## src/rtl/reg_arb_pkg.sv

```systemverilog
// Shared types and defaults for the register write arbiter.
package reg_arb_pkg;

    localparam int unsigned DEF_NREQ  = 4;
    localparam int unsigned DEF_WIDTH = 8;

    typedef enum logic [1:0] {
        ST_IDLE = 2'd0,
        ST_LOAD = 2'd1,
        ST_ACK  = 2'd2
    } state_e;

endpackage

```

## src/rtl/rr_pick.sv

```systemverilog
// Combinational round-robin pick: rotate req by ptr, find first set bit, map back.
module rr_pick #(
    parameter int unsigned NREQ  = 4,
    parameter int unsigned PTR_W = (NREQ > 1) ? $clog2(NREQ) : 1
) (
    input  logic [NREQ-1:0]  req_i,
    input  logic [PTR_W-1:0] ptr_i,
    output logic             any_o,
    output logic [PTR_W-1:0] win_o
);

    logic [NREQ-1:0]  rot;
    logic [PTR_W:0]   idx;
    logic [PTR_W-1:0] off;
    logic [PTR_W:0]   sum;

    // rot[i] is the request that sits i positions after ptr
    always_comb begin
        rot = '0;
        idx = '0;
        for (int i = 0; i < int'(NREQ); i++) begin
            idx = {1'b0, ptr_i} + (PTR_W+1)'(i);
            if (idx >= (PTR_W+1)'(NREQ)) begin
                idx = idx - (PTR_W+1)'(NREQ);
            end
            rot[i] = req_i[idx[PTR_W-1:0]];
        end
    end

    always_comb begin
        off = '0;
        for (int i = int'(NREQ) - 1; i >= 0; i--) begin
            if (rot[i]) begin
                off = PTR_W'(i);
            end
        end
        sum = {1'b0, ptr_i} + {1'b0, off};
        if (sum >= (PTR_W+1)'(NREQ)) begin
            sum = sum - (PTR_W+1)'(NREQ);
        end
        any_o = |req_i;
        win_o = sum[PTR_W-1:0];
    end

endmodule

```

## src/rtl/reg_write_arbiter.sv

```systemverilog
// Round-robin sharing of one load/din/dout register among NREQ writers,
// returning the read-back value with a one-cycle grant pulse.
module reg_write_arbiter
    import reg_arb_pkg::*;
#(
    parameter int unsigned NREQ  = DEF_NREQ,
    parameter int unsigned WIDTH = DEF_WIDTH
) (
    input  logic                  clk,
    input  logic                  reset,
    input  logic [NREQ-1:0]       req,
    input  logic [NREQ*WIDTH-1:0] wdata,
    output logic [NREQ-1:0]       gnt,
    output logic [WIDTH-1:0]      rdata,
    output logic                  busy,
    output logic                  reg_ld,
    output logic [WIDTH-1:0]      reg_din,
    input  logic [WIDTH-1:0]      reg_dout
);

    localparam int unsigned PTR_W = (NREQ > 1) ? $clog2(NREQ) : 1;

    state_e           state_q, state_d;
    logic [PTR_W-1:0] ptr_q, ptr_d;
    logic [PTR_W-1:0] win_q, win_d;
    logic [NREQ-1:0]  gnt_q, gnt_d;
    logic [WIDTH-1:0] rdata_q, rdata_d;
    logic             busy_q, busy_d;
    logic             reg_ld_q, reg_ld_d;
    logic [WIDTH-1:0] reg_din_q, reg_din_d;

    logic             pick_any;
    logic [PTR_W-1:0] pick_win;

    rr_pick #(
        .NREQ  (NREQ),
        .PTR_W (PTR_W)
    ) u_pick (
        .req_i (req),
        .ptr_i (ptr_q),
        .any_o (pick_any),
        .win_o (pick_win)
    );

    always_ff @(posedge clk or negedge reset) begin
        if (!reset) begin
            state_q   <= ST_IDLE;
            ptr_q     <= '0;
            win_q     <= '0;
            gnt_q     <= '0;
            rdata_q   <= '0;
            busy_q    <= 1'b0;
            reg_ld_q  <= 1'b0;
            reg_din_q <= '0;
        end else begin
            state_q   <= state_d;
            ptr_q     <= ptr_d;
            win_q     <= win_d;
            gnt_q     <= gnt_d;
            rdata_q   <= rdata_d;
            busy_q    <= busy_d;
            reg_ld_q  <= reg_ld_d;
            reg_din_q <= reg_din_d;
        end
    end

    // gnt defaults to zero so every pulse lasts exactly one cycle
    always_comb begin
        state_d   = state_q;
        ptr_d     = ptr_q;
        win_d     = win_q;
        gnt_d     = '0;
        rdata_d   = rdata_q;
        busy_d    = busy_q;
        reg_ld_d  = 1'b0;
        reg_din_d = reg_din_q;

        unique case (state_q)
            ST_IDLE: begin
                if (pick_any) begin
                    win_d     = pick_win;
                    reg_din_d = wdata[pick_win*WIDTH +: WIDTH];
                    reg_ld_d  = 1'b1;
                    busy_d    = 1'b1;
                    state_d   = ST_LOAD;
                end
            end
            ST_LOAD: begin
                state_d = ST_ACK;
            end
            ST_ACK: begin
                gnt_d[win_q] = 1'b1;
                rdata_d      = reg_dout;
                ptr_d        = (win_q == PTR_W'(NREQ - 1)) ? '0 : win_q + PTR_W'(1);
                busy_d       = 1'b0;
                state_d      = ST_IDLE;
            end
            default: begin
                state_d = ST_IDLE;
            end
        endcase
    end

    assign gnt     = gnt_q;
    assign rdata   = rdata_q;
    assign busy    = busy_q;
    assign reg_ld  = reg_ld_q;
    assign reg_din = reg_din_q;

endmodule

```

## config.mk

```make
export PLATFORM = sky130hd
export DESIGN_NAME = reg_write_arbiter
export DESIGN_NICKNAME = d
export VERILOG_FILES = /design/src/rtl/reg_arb_pkg.sv /design/src/rtl/rr_pick.sv /design/src/rtl/reg_write_arbiter.sv
export SDC_FILE = /design/constraint.sdc
export NUM_CORES = 1
export LEC_CHECK = 0
export CAP_MARGIN = 40
export CORE_AREA = 2 2 91 49
export DETAILED_ROUTE_END_ITERATION = 10
export DIE_AREA = 0 0 93 51
export GPL_TIMING_DRIVEN = 1
export PLACE_DENSITY = 0.78
export SLEW_MARGIN = 20
export SYNTH_ARGS = -nofsm -noshare
export SYNTH_HDL_FRONTEND = slang
export SYNTH_SLANG_ARGS = --single-unit
```

## constraint.sdc

```tcl
create_clock -name clk -period 3.2 [get_ports clk]
set_clock_uncertainty 0.15 [all_clocks]
set_input_delay 0.32 -clock clk [delete_from_list [all_inputs] [get_ports clk]]
set_output_delay 0.32 -clock clk [all_outputs]
set_load 0.03 [all_outputs]
```

==> results by group, run 1 <==
Status
  – Status: complete, no violations

STA
  – Achievable frequency: 356 MHz
  – Setup tns final: 0 ns
  – Minimum clock period: between 2 and 3 ns
  – Hold WS: ~0.28 ns
  – Relative slew margins: 0.451
  – Final setup viols: 0
  – Worst-Margin Slew: 0.822 ns
  – Final Hold Viols: 0
  – Fin crit share: 0.879
  – Post-route setup slack: 0.389 ns
  – RSZ-0062 raised after global routing: no
  – Max-slew violations: 0

Placement
  – Post-detail-place hpwl: between 3000 and 4000 um
  – GP Congestion: just over 0.8
  – Placed cells: 288
  – Post-Place Worst Slack: 0.118 ns
  – # port buffers: 67

Synth
  – Avg Cell Area, Syn: 9.61 sq um
  – Post-Syn Nets: between 200 and 250
  – Post-synthesis cell count: 168
  – Netlist cell types: 38
  – Ys async rst share: 1.00
  – Sequential-to-total area share from yosys stat: 0.434
  – Yosys reg bits: 28
  – Synth Cell Area: 1620 sq um
  – Prevailing post-synth register cell: dfrtp_1
  – Syn. warnings: 0
  – Post-synth EDFFs: 0

Setup path
  – CP arrival: 2.80 ns
  – Delay-heaviest family, CP: compound AO/OA/AOI/OAI gates
  – CP required: ~3.2 ns
  – Worst-path maximum fanout: 9
  – CP max stage cell: clkdlybuf4s50_1
  – Crit path cell chain: clkdlybuf4s50_1 -> nor2_1 -> nor2_1 -> a21oi_1 -> o32a_1 -> a21oi_1 -> ha_1 -> xor2_1 -> a21oi_2 -> a2111oi_0 -> o31ai_1
  – Crit Path Class: in2reg
  – Crit path capture type: flop
  – Critical Path Source Type: input port
  – Crit-path max cell delay: 0.66 ns
  – Crit path buffers/inverters: 1

Floorplan
  – Initial core utilization: 0.396
  – Full die area: between 4000 and 5000 sq um
  – Core area: 4080 sq um
  – Die Y: 51 um
  – Rows: 17
  – Die X: 93 um
  – Top Ports: 68

Detailed routing
  – Drt wl/cell: approximately 13 um
  – Drt via density: 5.08
  – Iter 0 DRT Violations: 54
  – Post-route ant nets: 0
  – Drt drc: 0
  – Drt total wl: 3930 um
  – Via count: 1477
  – Drt first pass iters: 4

Clock network
  – CTS HTree Levels: 1
  – CTS-repair resized insts: 0
  – Postcts setup bufs: 0
  – Total CTS buffers: 3
  – CTS tree: yes
  – Longest Clk Path Bufs: 2
  – Cell at the root of the clock tree: clkbuf_8
  – CTS Hold Bufs: 0
  – Clk Latency, worst-skew pair: approximately 0.27 ns
  – Reg clk slew, reported paths: ~0.09 ns
  – Clock sinks: 28

Pwr
  – Gate power share: 0.659
  – P_int: 1.31 mW
  – Switching power: 1.09 mW
  – Sequential Power Share: 0.263
  – Leakage: 1.05 nW
  – VDD IR max: around 0.53 mV
  – Clock power share: 0.078
  – PD cells: 1000 nW/um^2
  – Net Sw Frac: 0.453

Flow run
  – Max cap viols: 0

GRT
  – Largest net degree at the start of global routing: 33
  – Initial antenna violation count: 0
  – Vias in the first global route: 1357
  – Global route overflow: 0
  – Total GRT Usage: 0.171
  – First-pass GRT wire length: 6290 um

Layout
  – Antenna Cells: 0
  – Layout Nets: 287
  – Fraction of layout cells with a size suffix above 1: 0.124
  – Most frequent cells in the layout: 67 x clkdlybuf4s50_1, 41 x nand2_1, 28 x dfrtp_1
  – Commonest non-fill, non-tap cell in the layout: clkdlybuf4s50_1
  – Layout Cells excl Fill: 291
  – Utilization after layout: 0.588
  – Synthesis-to-layout area growth: 48.6%

Min path
  – HP Class: in2async
==> per-stage QoR <==
stage	instance area, sq um	total power, mW
after floorplan	1620	1.68
after global placement	2360	2.18
after detailed placement	2360	2.22
after CTS	2400	2.41
after global routing	2400	2.60
final	2400	2.40
==> Yosys cell counts, types with 2 or more instances <==
master     instances  area (sq um)
ha_1               5          62.6
inv_1              6          22.5
and2b_2           13           114
buf_2              2          10.0
nor3_1             3          15.0
and2_1             4          25.0
a2111oi_0          7          61.3
o21ai_0            2          10.0
o31ai_1            9          67.6
a221oi_1           8          70.1
dfrtp_1           28           701
nor2_1             4          15.0
buf_6              2          22.5
nor2b_1            4          25.0
a21oi_1            4          20.0
nor3b_1            3          22.5
clkbuf_1           3          11.3
nand2_1           41           154
==> routing by layer <==
layer / vias up / track usage / share of wire / wire length [um]
met5: - / 0 / 0 / 0
met4: 0 / 0.0294 / 0 / 0
met3: 0 / 0.0678 / 0.096 / 377
met2: 54 / 0.254 / 0.40 / 1580
met1: 695 / 0.240 / 0.50 / 1960
li1: 728 / - / - / -
==> area by class of cell <==
type / instances / area, sq um
clock buffers: 3 / 41.3
fillers: 369 / 1680
flip-flops and latches: 28 / 701
multi-input cells: 125 / 843
inverters: 6 / 22.5
well taps: 57 / 71.3
repair buffers: 72 / 721
==> worst register-to-register path: stages (launching register included) <==
cell,delay [ns]
dfrtp_1,0.55
inv_1,0.10
o32a_1,0.33
a21oi_1,0.15
ha_1,0.21
xor2_1,0.23
a21oi_2,0.13
a2111oi_0,0.56
o31ai_1,0.13
==> power by group through the flow <==
stage / clock [mW] / combinational [mW] / sequential (mW)
2_1_floorplan: 0 / 0.829 / 0.847
3_3_place_gp: 0 / 1.55 / 0.633
3_5_place_dp: 0 / 1.58 / 0.636
4_1_cts: 0.195 / 1.59 / 0.630
5_1_grt: 0.206 / 1.74 / 0.652
6_report: 0.187 / 1.58 / 0.630
==> sequential cells by signal, indices dropped and copies added (netlist names) <==
name / cells
rdata: 8
reg_din: 8
gnt: 4
ptr_q: 2
state_q: 2
win_q: 2
busy: 1
reg_ld: 1
==> worst paths after layout <==
path | slack [ns] | to | from | cells past startpoint
max | 0.39 | reg_din[7]$_DFFE_PN0P_ | req[2] | 11
min | 0.28 | state_q[0]$_DFFE_PN0P_ | reset | 2
max reg2reg | 0.52 | reg_din[7]$_DFFE_PN0P_ | ptr_q[1]$_DFFE_PN0P_ | 8
min reg2reg | 0.33 | rdata[4]$_DFFE_PN0P_ | rdata[4]$_DFFE_PN0P_ | 2
max in group asynchronous | 2.35 | reg_din[3]$_DFFE_PN0P_ | reset | 2
min in group clk | 0.33 | rdata[4]$_DFFE_PN0P_ | rdata[4]$_DFFE_PN0P_ | 2
==> kinds of logic (layout without fill, tap and decap cells) <==
family | Yosys count | after routing | share of synthesized area
and+or+nand+nor | 78 | 78 | 0.260
AOI/OAI and AO/OA | 39 | 39 | 0.198
DFF | 28 | 28 | 0.434
buffers and inverters | 15 | 81 | 0.0488
adders and majority gates | 5 | 5 | 0.0387
xor gates and xnor gates | 2 | 2 | 0.0108
muxes | 1 | 1 | 0.00929
Note: power is estimated with default switching activity, not from simulation.
==> inputs of run 2 (changes only) <==
==> constraint.sdc (replaced) <==
create_clock -name clk -period 3.2 [get_ports clk]
set_clock_uncertainty 0.15 [all_clocks]
set_input_delay 0.64 -clock clk [delete_from_list [all_inputs] [get_ports clk]]
set_output_delay 0.64 -clock clk [all_outputs]
set_load 0.03 [all_outputs]
==> results by group, run 2 (synthesized netlist as in run 1, its figures left out) <==
Clock network
  – Postcts setup bufs: 0 (unchanged)
  – Reg clk slew, reported paths: 0.09 ns (about the same)
  – Cell at the root of the clock tree: clkbuf_8 (unchanged)
  – Clk Latency, worst-skew pair: 0.27 ns (about the same)
  – Clock sinks: 28 (unchanged)
  – CTS tree: yes (unchanged)
  – Total CTS buffers: 3 (unchanged)
  – CTS HTree Levels: 1 (unchanged)
  – Longest Clk Path Bufs: 2 (unchanged)

Min path
  – HP Class: reg2reg (was in2async)
  – Hold_sp: reg_din[4]$_DFFE_PN0P_

STA
  – Minimum clock period: 3.09 ns (was 2.81 ns)
  – RSZ-0062 raised after global routing: no (unchanged)
  – Max-slew violations: 0 (unchanged)
  – Setup tns final: 0 ns (unchanged)
  – Relative slew margins: 0.447 (was 0.451)
  – Final setup viols: 0 (unchanged)
  – Hold WS: 0.334 ns (was 0.282 ns)
  – Achievable frequency: 323 MHz (was 356 MHz)
  – Worst-Margin Slew: 0.828 ns (was 0.822 ns)
  – Post-route setup slack: 0.106 ns (was 0.389 ns)
  – Fin crit share: 0.967 (was 0.879)
  – Final Hold Viols: 0 (unchanged)

GRT
  – First-pass GRT wire length: 6220 um (was 6290 um)
  – Vias in the first global route: 1372 (was 1357)
  – Initial antenna violation count: 0 (unchanged)
  – Global route overflow: 0 (unchanged)
  – Largest net degree at the start of global routing: 31 (was 33)
  – Total GRT Usage: 0.166 (was 0.171)

Setup path
  – CP required: 3.19 ns (about the same)
  – Crit Path Class: in2reg (unchanged)
  – Worst-path maximum fanout: 9 (unchanged)
  – Critical Path Source Type: input port (unchanged)
  – CP max stage cell: clkdlybuf4s50_1 (unchanged)
  – Delay-heaviest family, CP: compound AO/OA/AOI/OAI gates (unchanged)
  – R2r startpoint: ptr_q[1]$_DFFE_PN0P_ (unchanged)
  – CP arrival: 3.09 ns (was 2.80 ns)
  – Crit path cell chain: clkdlybuf4s50_1 -> nor2_1 -> nor2_1 -> a21oi_1 -> o32a_1 -> a21oi_1 -> ha_1 -> xor2_1 -> a21oi_2 -> a2111oi_0 -> o31ai_1 (unchanged)
  – Crit path buffers/inverters: 1 (unchanged)
  – FF-to-FF setup slack: 0.41 ns (was 0.52 ns)
  – Crit path capture type: flop (unchanged)
  – Critical path launch point: req[2] (unchanged)
  – Crit-path max cell delay: 0.55 ns (was 0.66 ns)

Pwr
  – Net Sw Frac: 0.443 (was 0.453)
  – Clock power share: 0.088 (was 0.078)
  – Gate power share: 0.653 (was 0.659)
  – Leakage: 1.08 nW (was 1.05 nW)
  – P_int: 1.36 mW (was 1.31 mW)
  – Switching power: 1.08 mW (was 1.09 mW)
  – PD cells: 998 nW/um^2 (was 1000 nW/um^2)
  – VDD IR max: 0.457 mV (was 0.529 mV)
  – Sequential Power Share: 0.259 (was 0.263)

Detailed routing
  – Drt total wl: 3850 um (was 3930 um)
  – Met3 WL: 293 um (was 377 um)
  – Drt first pass iters: 4 (unchanged)
  – Iter 0 DRT Violations: 27 (was 54)
  – Max layer used: met4 (was met3)
  – Drt drc: 0 (unchanged)
  – Drt via density: 4.93 (was 5.08)
  – Post-route ant nets: 0 (unchanged)
  – Met1 wire length: 2060 um (was 1960 um)
  – Drt wl/cell: 13.0 um (was 13.5 um)
  – Via count: 1458 (was 1477)
  – Metal2 WL: 1480 um (was 1580 um)

Layout
  – Antenna Cells: 0 (unchanged)
  – Synthesis-to-layout area growth: 51.7% (was 48.6%)
  – Most frequent cells in the layout: 67 x clkdlybuf4s50_1, 41 x nand2_1, 28 x dfrtp_1 (unchanged)
  – Utilization after layout: 0.600 (was 0.588)
  – Design area: 2450 sq um (was 2400 sq um)
  – Commonest non-fill, non-tap cell in the layout: clkdlybuf4s50_1 (unchanged)
  – Layout Nets: 291 (was 287)
  – Fraction of layout cells with a size suffix above 1: 0.146 (was 0.124)

Floorplan
  – Full die area: 4740 sq um (unchanged)
  – Die X: 93 um (unchanged)
  – Core area: 4080 sq um (unchanged)
  – Top Ports: 68 (unchanged)
  – Rows: 17 (unchanged)
  – Die Y: 51 um (unchanged)
  – Initial core utilization: 0.396 (unchanged)

Placement
  – Placed inst area: 2390 sq um (was 2360 sq um)
  – # port buffers: 67 (unchanged)
  – Post-detail-place hpwl: 2970 um (was 3050 um)
  – GP Congestion: 0.844 (was 0.830)
  – Post-Place Worst Slack: -0.151 ns (was 0.118 ns)

Flow run
  – Max cap viols: 0 (unchanged)

Status
  – Status: complete, no violations (unchanged)
[run 2: changes by cell type in the layout (fill, tap and decap cells not counted), sizes merged]
cell    before  now
clkbuf       3    4
buf          5    9
[run 2: power by group through the flow]
stage / Sequential (mW) / Clock [mW] / Combinational, mW
after floorplan: 0.847 / 0 / 0.829
after global placement: 0.635 / 0 / 1.56
after detailed placement: 0.638 / 0 / 1.59
after CTS: 0.635 / 0.223 / 1.60
after global routing: 0.658 / 0.235 / 1.75
final: 0.633 / 0.215 / 1.60
[run 2: cell type report]
cell class	count	area (sq um)
inverter	6	22.5
timing repair buffer	76	751
tap	57	71.3
sequential	28	701
fill	360	1630
multi-input combinational	125	850
clock buffer	4	55.1
[run 2: through the flow]
stage | instances | total power [mW]
after floorplan | 168 | 1.68
after global placement | 292 | 2.20
after detailed placement | 292 | 2.23
after CTS | 296 | 2.46
after global routing | 296 | 2.64
final | 296 | 2.45
[run 2: worst min-delay path: stages (launching register included)]
cell	delay, ns
dfrtp_1	0.35
nand2_1	0.05
o31ai_1	0.05
[run 2: per-layer routing]
layer,vias to the layer above,GRT usage
met1,677,0.248
met5,-,0
met4,0,0.0270
li1,735,-
met2,44,0.233
met3,2,0.0575
[run 2: path summary, 6_finish.rpt]
check,to,depth (start not counted)
setup / recovery,reg_din[2]$_DFFE_PN0P_,11
hold / removal,reg_din[4]$_DFFE_PN0P_,2
setup reg to reg,reg_din[2]$_DFFE_PN0P_,8
hold reg to reg,reg_din[4]$_DFFE_PN0P_,2
max in group asynchronous,reg_din[5]$_DFFE_PN0P_,2
min in group asynchronous,gnt[3]$_DFF_PN0_,2
[run 2: what timing repair did]
item                       CTS  global route
gates resized for setup      0             2
setup endpoints to repair    0             6
hold buffers                 0             0
==> inputs of run 3 (changes only) <==
--- a/config.mk
+++ b/config.mk
@@ -5,13 +5,13 @@
 export SDC_FILE = /design/constraint.sdc
 export NUM_CORES = 1
 export LEC_CHECK = 0
-export CAP_MARGIN = 40
-export CORE_AREA = 2 2 91 49
+export CORE_AREA = 2 2 88 48
 export DETAILED_ROUTE_END_ITERATION = 10
-export DIE_AREA = 0 0 93 51
+export DIE_AREA = 0 0 90 50
 export GPL_TIMING_DRIVEN = 1
 export PLACE_DENSITY = 0.78
 export SLEW_MARGIN = 20
 export SYNTH_ARGS = -nofsm -noshare
 export SYNTH_HDL_FRONTEND = slang
+export SYNTH_HIERARCHICAL = 1
 export SYNTH_SLANG_ARGS = --single-unit
==> results by group, run 3 <==
Status
  – Status: complete, no violations (unchanged)

STA
  – Worst-Margin Slew: 0.467 ns (was 0.828 ns)
  – Minimum clock period: 3.10 ns (was 3.09 ns)
  – Max-slew violations: 0 (unchanged)
  – Final setup viols: 0 (unchanged)
  – Hold WS: 0.343 ns (was 0.334 ns)
  – Relative slew margins: 0.688 (was 0.447)
  – Fin crit share: 0.968 (was 0.967)
  – Achievable frequency: 323 MHz (about the same)
  – Post-route setup slack: 0.104 ns (was 0.106 ns)
  – Final Hold Viols: 0 (unchanged)
  – RSZ-0062 raised after global routing: no (unchanged)

Min path
  – Hold_sp: busy$_DFFE_PN0P_ (was reg_din[4]$_DFFE_PN0P_)
  – HP Class: reg2reg (unchanged)
  – Hold depth: 1 (was 2)
  – Hold Path Sink: busy$_DFFE_PN0P_ (was reg_din[4]$_DFFE_PN0P_)

Synth
  – Prevailing post-synth register cell: dfrtp_1 (unchanged)
  – Ys async rst share: 1.00 (unchanged)
  – Post-synth EDFFs: 0 (unchanged)
  – Post-Syn Nets: 155 (was 219)
  – Avg Cell Area, Syn: 14.2 sq um (was 9.61 sq um)
  – Post-synth top area share: 0.474 (was 0.434)
  – Count leader, synth: dfrtp_1 (was nand2_1)
  – Synth top area cells: dfrtp_1 47%, mux4_2 12%, mux2_4 9.1% (was dfrtp_1 43%, nand2_1 9.5%, and2b_2 7.0%)
  – Syn. warnings: 6 (was 0)
  – Synth top cells by count: 28 x dfrtp_1, 12 x mux2_2, 9 x mux2_4 (was 41 x nand2_1, 28 x dfrtp_1, 13 x and2b_2)
  – Biggest area consumer among synthesized cells: dfrtp_1 (unchanged)
  – Netlist cell types: 29 (was 38)
  – Yosys reg bits: 28 (unchanged)
  – Synth Cell Area: 1480 sq um (was 1620 sq um)
  – Post-synthesis cell count: 104 (was 168)
  – Sequential-to-total area share from yosys stat: 0.474 (was 0.434)

Layout
  – Fraction of layout cells with a size suffix above 1: 0.233 (was 0.146)
  – Antenna Cells: 0 (unchanged)
  – Layout Nets: 228 (was 291)
  – Synthesis-to-layout area growth: 56.4% (was 51.7%)
  – Reg area: 701 sq um (unchanged)
  – Most frequent cells in the layout: 65 x clkdlybuf4s50_1, 28 x dfrtp_1, 12 x mux2_2 (was 67 x clkdlybuf4s50_1, 41 x nand2_1, 28 x dfrtp_1)
  – Filler instances: 286 (was 360)
  – Commonest non-fill, non-tap cell in the layout: clkdlybuf4s50_1 (unchanged)
  – Design area: 2310 sq um (was 2450 sq um)
  – Multi-input logic area: 727 sq um (was 850 sq um)
  – Utilization after layout: 0.621 (was 0.600)

Setup path
  – R2r startpoint: ptr_q[0]$_DFFE_PN0N_ (was ptr_q[1]$_DFFE_PN0P_)
  – CP required: 3.21 ns (was 3.19 ns)
  – Crit-path max cell delay: 0.46 ns (was 0.55 ns)
  – FF-to-FF setup slack: 0.48 ns (was 0.41 ns)
  – R2R depth: 9 (was 8)
  – Crit Path Class: in2reg (unchanged)
  – Worst-path maximum fanout: 6 (was 9)
  – Critical Path Source Type: input port (unchanged)
  – CP arrival: 3.10 ns (was 3.09 ns)
  – Crit path capture type: flop (unchanged)
  – Crit path cell chain: clkdlybuf4s50_1 -> or2b_1 -> o22ai_1 -> o21ai_0 -> o221ai_1 -> ha_1 -> xnor2_1 -> xnor2_1 -> buf_4 -> mux4_2 -> mux2_4 (was clkdlybuf4s50_1 -> nor2_1 -> nor2_1 -> a21oi_1 -> o32a_1 -> a21oi_1 -> ha_1 -> xor2_1 -> a21oi_2 -> a2111oi_0 -> o31ai_1)
  – Most common cell on crit path: xnor2_1
  – FF-to-FF End: reg_din[6]$_DFFE_PN0P_ (was reg_din[2]$_DFFE_PN0P_)
  – CP max stage cell: clkdlybuf4s50_1 (unchanged)

Clock network
  – Total CTS buffers: 3 (unchanged)
  – Clk Latency, worst-skew pair: 0.27 ns (about the same)
  – CTS tree: yes (unchanged)
  – Clock sinks: 28 (unchanged)
  – CTS HTree Levels: 1 (unchanged)
  – Reg clk slew, reported paths: 0.09 ns (about the same)
  – Cell at the root of the clock tree: clkbuf_8 (unchanged)
  – Longest Clk Path Bufs: 2 (unchanged)
  – CTS Hold Bufs: 0 (unchanged)

Detailed routing
  – Drt first pass iters: 4 (unchanged)
  – Drt drc: 0 (unchanged)
  – Drt wl/cell: 14.6 um (was 13.0 um)
  – Drt via density: 4.92 (was 4.93)
  – Drt total wl: 3370 um (was 3850 um)
  – Via count: 1132 (was 1458)
  – Post-route ant nets: 0 (unchanged)
  – Iter 0 DRT Violations: 106 (was 27)

Pwr
  – Gate power share: 0.635 (was 0.653)
  – Net Sw Frac: 0.363 (was 0.443)
  – Switching power: 918 uW (was 1.08 mW)
  – Leakage: 0.979 nW (was 1.08 nW)
  – VDD IR max: 0.564 mV (was 0.457 mV)
  – Clock power share: 0.107 (was 0.088)
  – Sequential Power Share: 0.258 (was 0.259)
  – PD cells: 1090 nW/um^2 (was 998 nW/um^2)
  – P_int: 1.61 mW (was 1.36 mW)
  – Total power draw: 2.53 mW (was 2.45 mW)

Placement
  – # port buffers: 67 (unchanged)
  – Post-Place Worst Slack: -0.309 ns (was -0.151 ns)
  – Post-detail-place hpwl: 2710 um (was 2970 um)
  – GP Congestion: 0.801 (was 0.844)
  – Placed inst area: 2230 sq um (was 2390 sq um)

GRT
  – Global route overflow: 0 (unchanged)
  – Initial antenna violation count: 0 (unchanged)
  – Vias in the first global route: 1211 (was 1372)
  – Largest net degree at the start of global routing: 29 (was 31)
  – Total GRT Usage: 0.162 (was 0.166)
  – First-pass GRT wire length: 5680 um (was 6220 um)

Floorplan
  – Core area: 3720 sq um (was 4080 sq um)
  – Rows: 16 (was 17)
  – Top Ports: 68 (unchanged)
  – Full die area: 4500 sq um (was 4740 sq um)
  – Die X: 90 um (was 93 um)
  – Initial core utilization: 0.397 (was 0.396)
  – Die Y: 50 um (was 51 um)

Flow run
  – Max cap viols: 0 (unchanged)
[run 3: cell type report]
type                            count  share of cell area
Clock buffer                        3              0.0179
Tap cell                           54              0.0292
Clock inverter                      1              0.0130
Timing Repair Buffer               73               0.317
Inverter                            3             0.00487
Sequential cell                    28               0.303
Multi-Input combinational cell     68               0.315
[run 3: what timing repair did]
| item | in CTS | in global routing |
|---|---|---|
| pin swaps | 0 | 1 |
| gates resized for setup | 1 | 2 |
| buffers inserted | 0 | 0 |
| setup endpoints to repair | 4 | 8 |
[run 3: kinds of logic after synthesis]
family,synth area share
multiplexers,0.305
AND/OR/NAND/NOR,0.0906
adder cells (fa/ha/maj),0.0423
XOR/XNOR,0.0119
AO/OA/AOI/OAI,0.0423
buffers and inverters,0.0339
flip-flops,0.474
[run 3: layer usage]
metal / global-route usage / routed length, um
met5: 0 / 0
met1: 0.189 / 1380
met3: 0.0749 / 369
met2: 0.279 / 1590
met4: 0.0308 / 32
[run 3: stage by stage]
| stage | TNS [ns] | std cells |
|---|---|---|
| after global placement | -0.321 | 226 |
| after detailed placement | -2.22 | 226 |
| final | 0 | 230 |
| after floorplan | 0 | 104 |
| after global routing | 0 | 230 |
| after CTS | 0 | 230 |
[run 3: worst max-delay path by stage]
stage | start | to | slack (ns) | depth (start not counted)
after global placement | req[3] | reg_din[1]$_DFFE_PN0P_ | -0.05 | 11
after detailed placement | req[3] | reg_din[6]$_DFFE_PN0P_ | -0.31 | 11
after floorplan | req[3] | reg_din[0]$_DFFE_PN0P_ | 0.46 | 10
after CTS | req[0] | reg_din[6]$_DFFE_PN0P_ | 0.04 | 11
final | req[1] | reg_din[6]$_DFFE_PN0P_ | 0.10 | 11
after global routing | req[1] | reg_din[6]$_DFFE_PN0P_ | 0.007 | 11
[run 3: critical path: cells and delay by family]
kind,cells,cell delay [ns]
AO/OA/AOI/OAI,3,0.40
multiplexers,2,0.57
AND/OR/NAND/NOR,1,0.20
adder cells (fa/ha/maj),1,0.22
XOR/XNOR,2,0.40
buffers and inverters,2,0.67
[run 3: power by group through the flow]
stage	clock network (mW)	logic [mW]	registers [mW]
after floorplan	0	0.870	0.877
after global placement	0	1.57	0.649
after detailed placement	0	1.62	0.657
after CTS	0.278	1.63	0.655
after global routing	0.298	1.71	0.679
final	0.269	1.60	0.652
